### src/rtl/hazard_ctrl.sv
// -----------------------------------------------------------------------------
// hazard_ctrl
//   Consumer side of the decode-stage load-use stall request. Converts the
//   stall request, EX-stage redirects and data-memory wait into per-stage
//   enable/flush strobes for PC, IF/ID, ID/EX and EX/MEM. Also runs the
//   post-redirect flush shadow, a memory-wait timeout, and stall/flush
//   performance counters.
//
//   Strobes are Mealy outputs: decided from the current state and this
//   cycle's inputs, with no added latency.
//
// Parameters
//   BRANCH_PENALTY  extra cycles IF/ID is flushed after a redirect (0..3)
//   MEM_TIMEOUT     consecutive busy cycles before mem_timeout_o sets (1..255)
//   CNT_W           performance counter width
//
// Ports
//   clk_i          in   core clock, rising edge
//   rst_n_i        in   asynchronous active-low reset
//   stall_i        in   load-use stall request from decode
//   redirect_i     in   EX redirect (taken branch / jump)
//   mem_busy_i     in   data memory not ready, MEM stage must hold
//   pc_en_o        out  PC load enable
//   if_id_en_o     out  IF/ID load enable
//   if_id_flush_o  out  IF/ID load NOP (wins over enable at the register)
//   id_ex_en_o     out  ID/EX load enable
//   id_ex_flush_o  out  ID/EX load bubble
//   ex_mem_en_o    out  EX/MEM load enable
//   mem_timeout_o  out  sticky memory-wait timeout flag
//   stall_cnt_o    out  cycles lost to load-use stall or memory wait
//   flush_cnt_o    out  redirects accepted
//
// State table
//   state        | meaning
//   ST_RUN       | normal flow
//   ST_FLUSH     | post-redirect shadow, IF/ID holds wrong-path fetches
//   ST_MEM_WAIT  | pipeline frozen on data memory; resume_flush_q remembers
//                | whether to return to ST_FLUSH or ST_RUN on release
// -----------------------------------------------------------------------------
module hazard_ctrl #(
    parameter int BRANCH_PENALTY = 1,
    parameter int MEM_TIMEOUT    = 255,
    parameter int CNT_W          = 32
) (
    input  logic             clk_i,
    input  logic             rst_n_i,
    input  logic             stall_i,
    input  logic             redirect_i,
    input  logic             mem_busy_i,
    output logic             pc_en_o,
    output logic             if_id_en_o,
    output logic             if_id_flush_o,
    output logic             id_ex_en_o,
    output logic             id_ex_flush_o,
    output logic             ex_mem_en_o,
    output logic             mem_timeout_o,
    output logic [CNT_W-1:0] stall_cnt_o,
    output logic [CNT_W-1:0] flush_cnt_o
);

    typedef enum logic [1:0] {
        ST_RUN      = 2'd0,
        ST_FLUSH    = 2'd1,
        ST_MEM_WAIT = 2'd2
    } state_t;

    localparam logic [1:0]       SHADOW_LOAD = 2'(BRANCH_PENALTY);
    localparam logic [7:0]       TIMEOUT_VAL = 8'(MEM_TIMEOUT);
    localparam logic [CNT_W-1:0] CNT_ONE     = CNT_W'(1);

    state_t           state_q, state_d;
    logic             resume_flush_q, resume_flush_d;
    logic [1:0]       shadow_q, shadow_d;
    logic [7:0]       wait_q;
    logic [7:0]       wait_inc;
    logic             timeout_q;
    logic [CNT_W-1:0] stall_cnt_q, flush_cnt_q;
    logic             stall_inc, flush_inc;
    logic             in_flush;

    // Effective shadow status: a release from MEM_WAIT behaves exactly like
    // the state that was frozen, so the release cycle itself is not lost.
    assign in_flush = (state_q == ST_FLUSH) ||
                      ((state_q == ST_MEM_WAIT) && resume_flush_q);

    always_comb begin
        state_d        = state_q;
        resume_flush_d = resume_flush_q;
        shadow_d       = shadow_q;
        pc_en_o        = 1'b0;
        if_id_en_o     = 1'b0;
        if_id_flush_o  = 1'b0;
        id_ex_en_o     = 1'b0;
        id_ex_flush_o  = 1'b0;
        ex_mem_en_o    = 1'b0;
        stall_inc      = 1'b0;
        flush_inc      = 1'b0;

        if (!rst_n_i) begin
            // Hold NOPs in the front registers while reset is asserted.
            if_id_flush_o = 1'b1;
            id_ex_flush_o = 1'b1;
        end else if (mem_busy_i) begin
            // Full freeze: nothing advances, redirect/stall must be re-presented.
            state_d   = ST_MEM_WAIT;
            stall_inc = 1'b1;
            if (state_q != ST_MEM_WAIT) begin
                resume_flush_d = (state_q == ST_FLUSH);
            end
        end else if (redirect_i) begin
            pc_en_o       = 1'b1;
            if_id_en_o    = 1'b1;
            if_id_flush_o = 1'b1;
            id_ex_en_o    = 1'b1;
            id_ex_flush_o = 1'b1;
            ex_mem_en_o   = 1'b1;
            flush_inc     = 1'b1;
            shadow_d      = SHADOW_LOAD;
            state_d       = (SHADOW_LOAD == 2'd0) ? ST_RUN : ST_FLUSH;
        end else begin
            if (in_flush) begin
                shadow_d = shadow_q - 2'd1;
                state_d  = (shadow_q <= 2'd1) ? ST_RUN : ST_FLUSH;
            end else begin
                state_d = ST_RUN;
            end

            if (stall_i) begin
                id_ex_en_o    = 1'b1;
                id_ex_flush_o = 1'b1;
                ex_mem_en_o   = 1'b1;
                stall_inc     = 1'b1;
            end else begin
                pc_en_o       = 1'b1;
                if_id_en_o    = 1'b1;
                if_id_flush_o = in_flush;
                id_ex_en_o    = 1'b1;
                ex_mem_en_o   = 1'b1;
            end
        end
    end

    always_ff @(posedge clk_i or negedge rst_n_i) begin
        if (!rst_n_i) begin
            state_q        <= ST_RUN;
            resume_flush_q <= 1'b0;
            shadow_q       <= 2'd0;
        end else begin
            state_q        <= state_d;
            resume_flush_q <= resume_flush_d;
            shadow_q       <= shadow_d;
        end
    end

    // Wait counter saturates so a very long wait cannot wrap back under the
    // threshold; the timeout flag is sticky until reset.
    assign wait_inc = (wait_q == 8'hFF) ? wait_q : (wait_q + 8'd1);

    always_ff @(posedge clk_i or negedge rst_n_i) begin
        if (!rst_n_i) begin
            wait_q    <= 8'd0;
            timeout_q <= 1'b0;
        end else if (mem_busy_i) begin
            wait_q <= wait_inc;
            if (wait_inc >= TIMEOUT_VAL) begin
                timeout_q <= 1'b1;
            end
        end else begin
            wait_q <= 8'd0;
        end
    end

    always_ff @(posedge clk_i or negedge rst_n_i) begin
        if (!rst_n_i) begin
            stall_cnt_q <= '0;
            flush_cnt_q <= '0;
        end else begin
            if (stall_inc) begin
                stall_cnt_q <= stall_cnt_q + CNT_ONE;
            end
            if (flush_inc) begin
                flush_cnt_q <= flush_cnt_q + CNT_ONE;
            end
        end
    end

    assign mem_timeout_o = timeout_q;
    assign stall_cnt_o   = stall_cnt_q;
    assign flush_cnt_o   = flush_cnt_q;

endmodule
### config.mk
export PLATFORM = sky130hd
export DESIGN_NAME = hazard_ctrl
export DESIGN_NICKNAME = d
export VERILOG_FILES = /design/src/rtl/hazard_ctrl.sv
export SDC_FILE = /design/constraint.sdc
export NUM_CORES = 1
export LEC_CHECK = 0
export CAP_MARGIN = 30
export CORE_MARGIN = 1.5
export CORE_UTILIZATION = 52
export CTS_CLUSTER_DIAMETER = 80
export CTS_CLUSTER_SIZE = 20
export DETAILED_ROUTE_END_ITERATION = 16
export HOLD_SLACK_MARGIN = 0.02
export PLACE_DENSITY = 0.87
export SLEW_MARGIN = 20
export SYNTH_ARGS = -nofsm -noshare
export SYNTH_HDL_FRONTEND = slang
export SYNTH_SLANG_ARGS = --single-unit
### constraint.sdc
create_clock -name clk_i -period 2.1 [get_ports clk_i]
set_input_delay 0.21 -clock clk_i [delete_from_list [all_inputs] [get_ports clk_i]]
set_output_delay 0.21 -clock clk_i [all_outputs]
set_load 0.02 [all_outputs]
# == Word-level counts from Yosys, hierarchy flattened ==
# Index checks and enable logic that the tools add are counted.
# Widths: inputs -> output; s select.
# totals
ff_bits,78
in_bits,5
out_inout_bits,71
word_cells,52
# classes
addsub,4
n_lt_le_gt_ge,2
eq_ne,4
muxes,28
n_bitwise,1
n_reduce_logical,6
# ops
op,n
$add 32x1->32 const B,2
$mux 1,23
$mux 8,2
$add 8x1->8 const B,1
$eq 8x8->1 const B,1
$ge 8x8->1 const B,1
$mux 2,3
$reduce_and 3->1,2
$eq 2x1->1 const B,1
$eq 2x2->1 const B,1
$le 2x1->1 const B,1
$ne 2x2->1 const B,1
$reduce_and 2->1,1
$reduce_bool 2->1,1
$sub 2x1->2 const B,1
$logic_and 1x1->1,1
$logic_or 1x1->1,1
$not 1->1,1

# == Logic depth before layout (Yosys ltp) ==
# Gate-level depths: netlist of run 1.
# depth
word_depth,7
mapped_depth,7
ltp_nobuf,5

# == Worst setup path after synthesis of run 1 ==
# OpenSTA, ideal clock, no wires.
# synth_path
kind,reg-to-reg
from,reg flush_cnt_q[0] (netlist: flush_cnt_o[0])
to,reg flush_cnt_q[28] (netlist: flush_cnt_o[28])
arrival_time_ns,1.913
t_required_ns,2.020
setup_slack_ns,0.107
path_stages_with_launch,7
period_less_slack_ns,1.993
path_cell_list,dfrtp_1 ha_1 nand2_1 or4_4 buf_6 nor4_2 xor2_1
# synth_via
elab_chain_cells,1
# synth_rtl
item,line,source
"start, declared",77,"logic [CNT_W-1:0] stall_cnt_q, flush_cnt_q;"
"start signal, assigned",182,flush_cnt_q <= flush_cnt_q + CNT_ONE;
$add 32x1->32,182,
# No other way between the ends.
# A chain may end at the register's enable or synchronous reset.

# == Worst setup path in the final report of run 1 ==
# layout_path
from,reg state_q[1]
to,out if_id_flush_o
# layout_via
elab_chain_cells,7
elab_cells_between_ends,8
# layout_rtl
item,line,source
"start, declared",71,"state_t state_q, state_d;"
"start signal, assigned",149,state_q <= state_d;
$eq 2x2->1,84,((state_q == ST_MEM_WAIT) && resume_flush_q);
$logic_and 1x1->1,84,
$logic_or 1x1->1 (*),83,assign in_flush = (state_q == ST_FLUSH) ||
$mux 1 (*),128,if (stall_i) begin
$mux 1 (*),110,end else if (redirect_i) begin
$mux 1 (*),103,end else if (mem_busy_i) begin
$mux 1 (*),99,if (!rst_n_i) begin
"end, declared",52,"output logic if_id_flush_o,"
# Mark *: on every way between the ends. The rest lies on a longest branch, timed or not.

==> run metrics, run 1 <==
Comb pwr share 20.7%; CTS Buffer Depth 2; n_diodes 0; Crit. End Element output port; Yosys reg bits 78; core box area 7210 um^2; first-pass GRT wire length 14700 um; Sw Ratio 30.0%; Arr. time, crit path 1840 ps; Flop pwr share 49.0%; Int Pwr 2.53 mW; total CTS buffers 9; Die Y 89.2 um; setup ws final 48.0 ps; CP Class reg2out; fin cells 557; gpl congestion 0.873; port buffer count 75; nets 463; layout cells sized above 1 9.83%; R2R cell count 4; CP required 1890 ps; Synth area leaders dfrtp_1 51%, xor2_1 8.6%, xnor2_1 6.1%; Post-synth top flop dfrtp_1; pre-CTS setup slack 69.4 ps; startpoint class of the critical path flop; Min-Delay Path Class in2async; Cells after Synth 365; CTS sink cnt 78; initial antenna violation count 0; placed cells 538; die width 89.2 um; post-synth top area share 50.6%; Final period util 97.7%; FF-to-FF Start flush_cnt_o[11]$_DFFE_PN0P_; total track usage 24.0%; DR vias 3145; Routed wire per std cell 15.7 um; # DRC 0; clock slew at the register clock pins of the worst setup and hold paths 80 ps; slew margin rel. 54.6%; Synth Net Count 374; Max-cap violations 0; Area growth syn-to-layout 29.3%; Post-DP HPWL 6190 um; fin crit period 2050 ps; maximum VDD drop 0.521 mV; Post-synth EDFFs 0; cell taking the most area after synthesis dfrtp_1; r2r endpoint flush_cnt_o[31]$_DFFE_PN0P_; row count 31; Post-Syn Area 3860 um^2; Clock power frac 30.3%; global route overflow 0; PD cells 724 nW/um^2; Unique masters post-synth 48; commonest non-fill, non-tap cell in the layout dfrtp_1; first-iteration detailed-routing DRC count 176; commonest cells after routing, fill and taps aside 78 x dfrtp_1, 73 x clkdlybuf4s50_1, 38 x xor2_1, 27 x nand2_1, 27 x xnor2_1; DRT Pass-1 Iters 4; htree depth 3; Synth async-reset ratio 100%; vias in the first global route 3067; post-synthesis sequential area ratio 50.6%; largest net degree at the start of global routing 46; average size of a mapped cell 10.6 um^2; CTS Root Cell clkbuf_8; Worst Tran Pin Value 680 ps; setup violators final 0; Worst-Skew Late Latency 350 ps; die area 7950 um^2; critical-path maximum fanout 5; skew final 10.6 ps; final WL 8740 um; Syn. warnings 0; clock tree from TritonCTS done; Max Slew Vio Count 0; status completed; starting density of the core 53.5%; fmax 487 MHz; R2R setup slack 170 ps; post-route ant nets 0; Via-to-Cell Ratio 5.65; I/O pins 76; P_sw 1.08 mW; Leak 2.27 nW; Fin. Hold Viols 0
-- power by group through the flow --
stage | Clock (mW) | Combinational (mW) | Sequential (mW)
after CTS | 1.11 | 0.748 | 1.77
after global routing | 1.17 | 0.818 | 1.79
after floorplan | 0 | 0.249 | 1.89
final | 1.09 | 0.748 | 1.77
after detailed placement | 0 | 0.739 | 1.79
after global placement | 0 | 0.711 | 1.79
-- per-layer routing --
metal,global-route usage (%),vias up,wire (um)
met3,5.54,13,507
met2,39.7,97,4240
met5,0,-,0
li1,-,1482,-
met1,30.8,1553,3870
met4,8.67,0,124
-- what timing repair did --
item | CTS | global route
buffers inserted | 0 | 2
hold buffers | 2 | 0
setup endpoints to repair | 1 | 1
resized for setup | 2 | 1
endpoints found under the hold margin | 15 | 0
-- area by class of cell --
class                      instances  area [um^2]
multi-input combinational        256         1780
timing repair buffer              94          896
inverter                          15         56.3
clock buffer                      10          128
clock inverter                     5         58.8
fill                             531         2220
sequential                        78         1950
tap                               99          124
-- cell usage after synthesis (3+ instances only) --
cell	number
a31oi_1	7
and2_1	6
and3_1	7
and4_1	9
clkbuf_1	10
dfrtp_1	78
ha_1	4
inv_1	15
nand2_1	27
nand3_1	16
nand4_1	15
nor2_1	16
nor2b_1	4
nor3_1	13
nor4_1	16
nor4_2	6
o21ai_0	10
o31ai_1	3
xnor2_1	27
xor2_1	38
-- stage by stage --
stage | TNS (ps) | total power, mW | cell area (um^2) | hold slack [ps] | utilization (%)
2_1_floorplan | 0 | 2.14 | 3860 | -85.6 | -
3_3_place_gp | 0 | 2.50 | 4770 | 108 | 66.1
3_5_place_dp | 0 | 2.53 | 4770 | 111 | 66.1
5_1_grt | -13.0 | 3.78 | 4990 | 78.7 | 69.2
6_report | 0 | 3.61 | 4990 | 26.3 | 69.2
4_1_cts | 0 | 3.63 | 4980 | 31.4 | 69.0
-- how the worst max path moves through the flow --
| stage | slack (ps) | endpoint | from | cells after the start |
|---|---|---|---|---|
| 2_1_floorplan | 110 | flush_cnt_o[28]$_DFFE_PN0P_ | flush_cnt_o[0]$_DFFE_PN0P_ | 6 |
| 3_3_place_gp | 140 | flush_cnt_o[25]$_DFFE_PN0P_ | redirect_i | 6 |
| 3_5_place_dp | 70 | flush_cnt_o[29]$_DFFE_PN0P_ | redirect_i | 6 |
| 4_1_cts | 20 | if_id_flush_o | state_q[0]$_DFFE_PN0P_ | 5 |
| 5_1_grt | -10 | if_id_flush_o | state_q[0]$_DFFE_PN0P_ | 5 |
| 6_report | 50 | if_id_flush_o | state_q[1]$_DFFE_PN0P_ | 5 |
-- kinds of logic after synthesis --
group | count (synthesis) | share of synthesized area (%)
AO/OA/AOI/OAI | 35 | 6.03
XOR/XNOR | 65 | 14.7
adder cells (fa/ha/maj) | 4 | 1.30
buffers and inverters | 31 | 3.47
flip-flops | 78 | 50.6
multiplexers | 3 | 0.843
AND/OR/NAND/NOR | 149 | 23.0
-- flip-flops by register name, indices dropped and copies added, names as in the netlist --
name            cells
resume_flush_q      1
mem_timeout_o       1
wait_q              8
state_q             2
shadow_q            2
stall_cnt_o        32
flush_cnt_o        32
-- worst max-delay path: stages (launching register included) --
cell and delay (ps):
dfrtp_1 420, and3b_1 190, or2_2 330, a21oi_2 170, o21ai_0 90, clkdlybuf4s15_1 290
Note: power is estimated with default switching activity, not from simulation.
==> run 2, diff against run 1 <==
- CORE_MARGIN: 1.5 -> unset
==> run metrics, run 2 (synthesis results as in run 1) <==
status completed (unchanged); CTS Buffer Depth 2 (unchanged); initial antenna violation count 0 (unchanged); Worst-Skew Late Latency 350 ps (about the same); skew final 8.76 ps (was 10.6 ps); placed cells 537 (was 538); r2r endpoint flush_cnt_o[26]$_DFFE_PN0P_ (was flush_cnt_o[31]$_DFFE_PN0P_); n_diodes 0 (unchanged); DR vias 3095 (was 3145); Leak 2.29 nW (was 2.27 nW); slew margin rel. 70.2% (was 54.6%); starting density of the core 53.5% (unchanged); WHS Endpoint state_q[1]$_DFFE_PN0P_; Final period util 97.8% (was 97.7%); fin crit period 2050 ps (about the same); multi-input logic area 1780 um^2 (about the same); Fin. Hold Viols 0 (unchanged); gpl congestion 0.857 (was 0.873); commonest non-fill, non-tap cell in the layout dfrtp_1 (unchanged); FF-to-FF Start flush_cnt_o[11]$_DFFE_PN0P_ (unchanged); fmax 487 MHz (about the same); Post-DP HPWL 5950 um (was 6190 um); CTS Root Cell clkbuf_8 (unchanged); Crit. End Element output port (unchanged); RSZ-0062 raised after global routing no; fin cells 556 (was 557); min-delay src rst_n_i; Via-to-Cell Ratio 5.57 (was 5.65); Max Slew Vio Count 0 (unchanged); port buffer count 75 (unchanged); Setup Buffers After CTS 0 (unchanged); first-iteration detailed-routing DRC count 158 (was 176); Arr. time, crit path 1840 ps (about the same); most numerous cell on the critical path clkdlybuf4s50_1; final total power 3.79 mW (was 3.61 mW); CP peak stage delay 680 ps (was 420 ps); nets 461 (was 463); largest delay contributor family on the critical path buffers and inverters (was simple AND/OR/NAND/NOR gates); final WL 8550 um (was 8740 um); setup violators final 0 (unchanged); die width 88.2 um (was 89.2 um); Worst Tran Pin Value 446 ps (was 680 ps); I/O pins 76 (unchanged); Max-cap violations 0 (unchanged); R2R cell count 4 (unchanged); Die Y 88.2 um (was 89.2 um); CP Class in2out (was reg2out); CP bufs+invs 3 (was 1); largest net degree at the start of global routing 75 (was 46); PD cells 753 nW/um^2 (was 724 nW/um^2); FF+latch area 1950 um^2 (unchanged); R2R setup slack 230 ps (was 170 ps); startpoint class of the critical path input port (was flop); global route overflow 0 (unchanged); commonest cells after routing, fill and taps aside 78 x dfrtp_1, 73 x clkdlybuf4s50_1, 38 x xor2_1, 27 x nand2_1, 27 x xnor2_1 (unchanged); vias in the first global route 3016 (was 3067); Hold Crit Depth 2; DRT Pass-1 Iters 4 (unchanged); layout cells sized above 1 10.1% (was 9.83%); Area growth syn-to-layout 30.4% (was 29.3%); htree depth 3 (unchanged); post-route ant nets 0 (unchanged); total track usage 23.9% (was 24.0%); Min-Delay Path Class in2reg (was in2async); core box area 7210 um^2 (unchanged); maximum VDD drop 0.640 mV (was 0.521 mV); row count 31 (unchanged); critical-path maximum fanout 9 (was 5); CP required 1890 ps (about the same); worst-path cell with the longest stage delay clkdlybuf4s50_1 (was dfrtp_1); clock slew at the register clock pins of the worst setup and hold paths 70 ps (was 80 ps); CTS sink cnt 78 (unchanged); # DRC 0 (unchanged); Cell Chain, Critical Path clkdlybuf4s50_1 -> nand2b_1 -> inv_1 -> clkdlybuf4s50_1 (was and3b_1 -> or2_2 -> a21oi_2 -> o21ai_0 -> clkdlybuf4s15_1); first-pass GRT wire length 14300 um (was 14700 um); total CTS buffers 9 (unchanged); clock tree from TritonCTS done (unchanged); die area 7770 um^2 (was 7950 um^2); Fill cells 547 (was 531); Routed wire per std cell 15.4 um (was 15.7 um)
-- run 2: timing repair --
action / CTS / global route
hold buffers: 1 / 1
setup endpoints to repair: 1 / 2
gates cloned: 0 / 0
gates resized for setup: 2 / 4
pin swaps: 0 / 0
endpoints found under the hold margin: 4 / 26
-- run 2: worst max path at each step --
stage	from	to	slack (ps)	cells after the start
after floorplan	flush_cnt_o[0]$_DFFE_PN0P_	flush_cnt_o[28]$_DFFE_PN0P_	110	6
after global placement	mem_busy_i	flush_cnt_o[25]$_DFFE_PN0P_	70	7
after detailed placement	mem_busy_i	flush_cnt_o[17]$_DFFE_PN0P_	-10	7
after CTS	state_q[1]$_DFFE_PN0P_	if_id_flush_o	20	5
after global routing	mem_busy_i	ex_mem_en_o	20	4
final	mem_busy_i	ex_mem_en_o	50	4
-- run 2: final cells by class --
cell class / instances / share of cell area [%]
well taps: 99 / 2.46
multi-input cells: 256 / 35.4
clock inverters: 5 / 1.62
clock buffers: 11 / 2.81
repair buffers: 92 / 17.8
flip-flops and latches: 78 / 38.8
inverters: 15 / 1.12
-- run 2: through the flow --
step                setup TNS (ps)  utilization [%]  setup WS, ps  hold WS (ps)  area, um^2
finish                           0             69.8          46.9           147        5030
global route                     0             69.8          17.7           144        5030
CTS                              0             69.2          16.8           139        4990
detailed placement           -14.0             66.0         -14.0          49.6        4760
global placement                 0             66.0          69.6          49.7        4760
floorplan                        0                -           107         -85.6        3860
-- run 2: power breakdown --
group          internal [mW]  switching, mW
clock                  0.705          0.555
sequential              1.62          0.143
combinational          0.371          0.391
-- run 2: per-layer routing --
metal,GRT usage (%),wire [um]
met4,8.94,202
met5,0,0
met2,38.8,4070
met3,6.03,537
met1,31.1,3750
==> run 3, diff against run 2 <==
- TNS_END_PERCENT: unset -> 5
==> results of run 3 <==
Same layout as run 2: the final DEF is identical, and so are final timing and power.
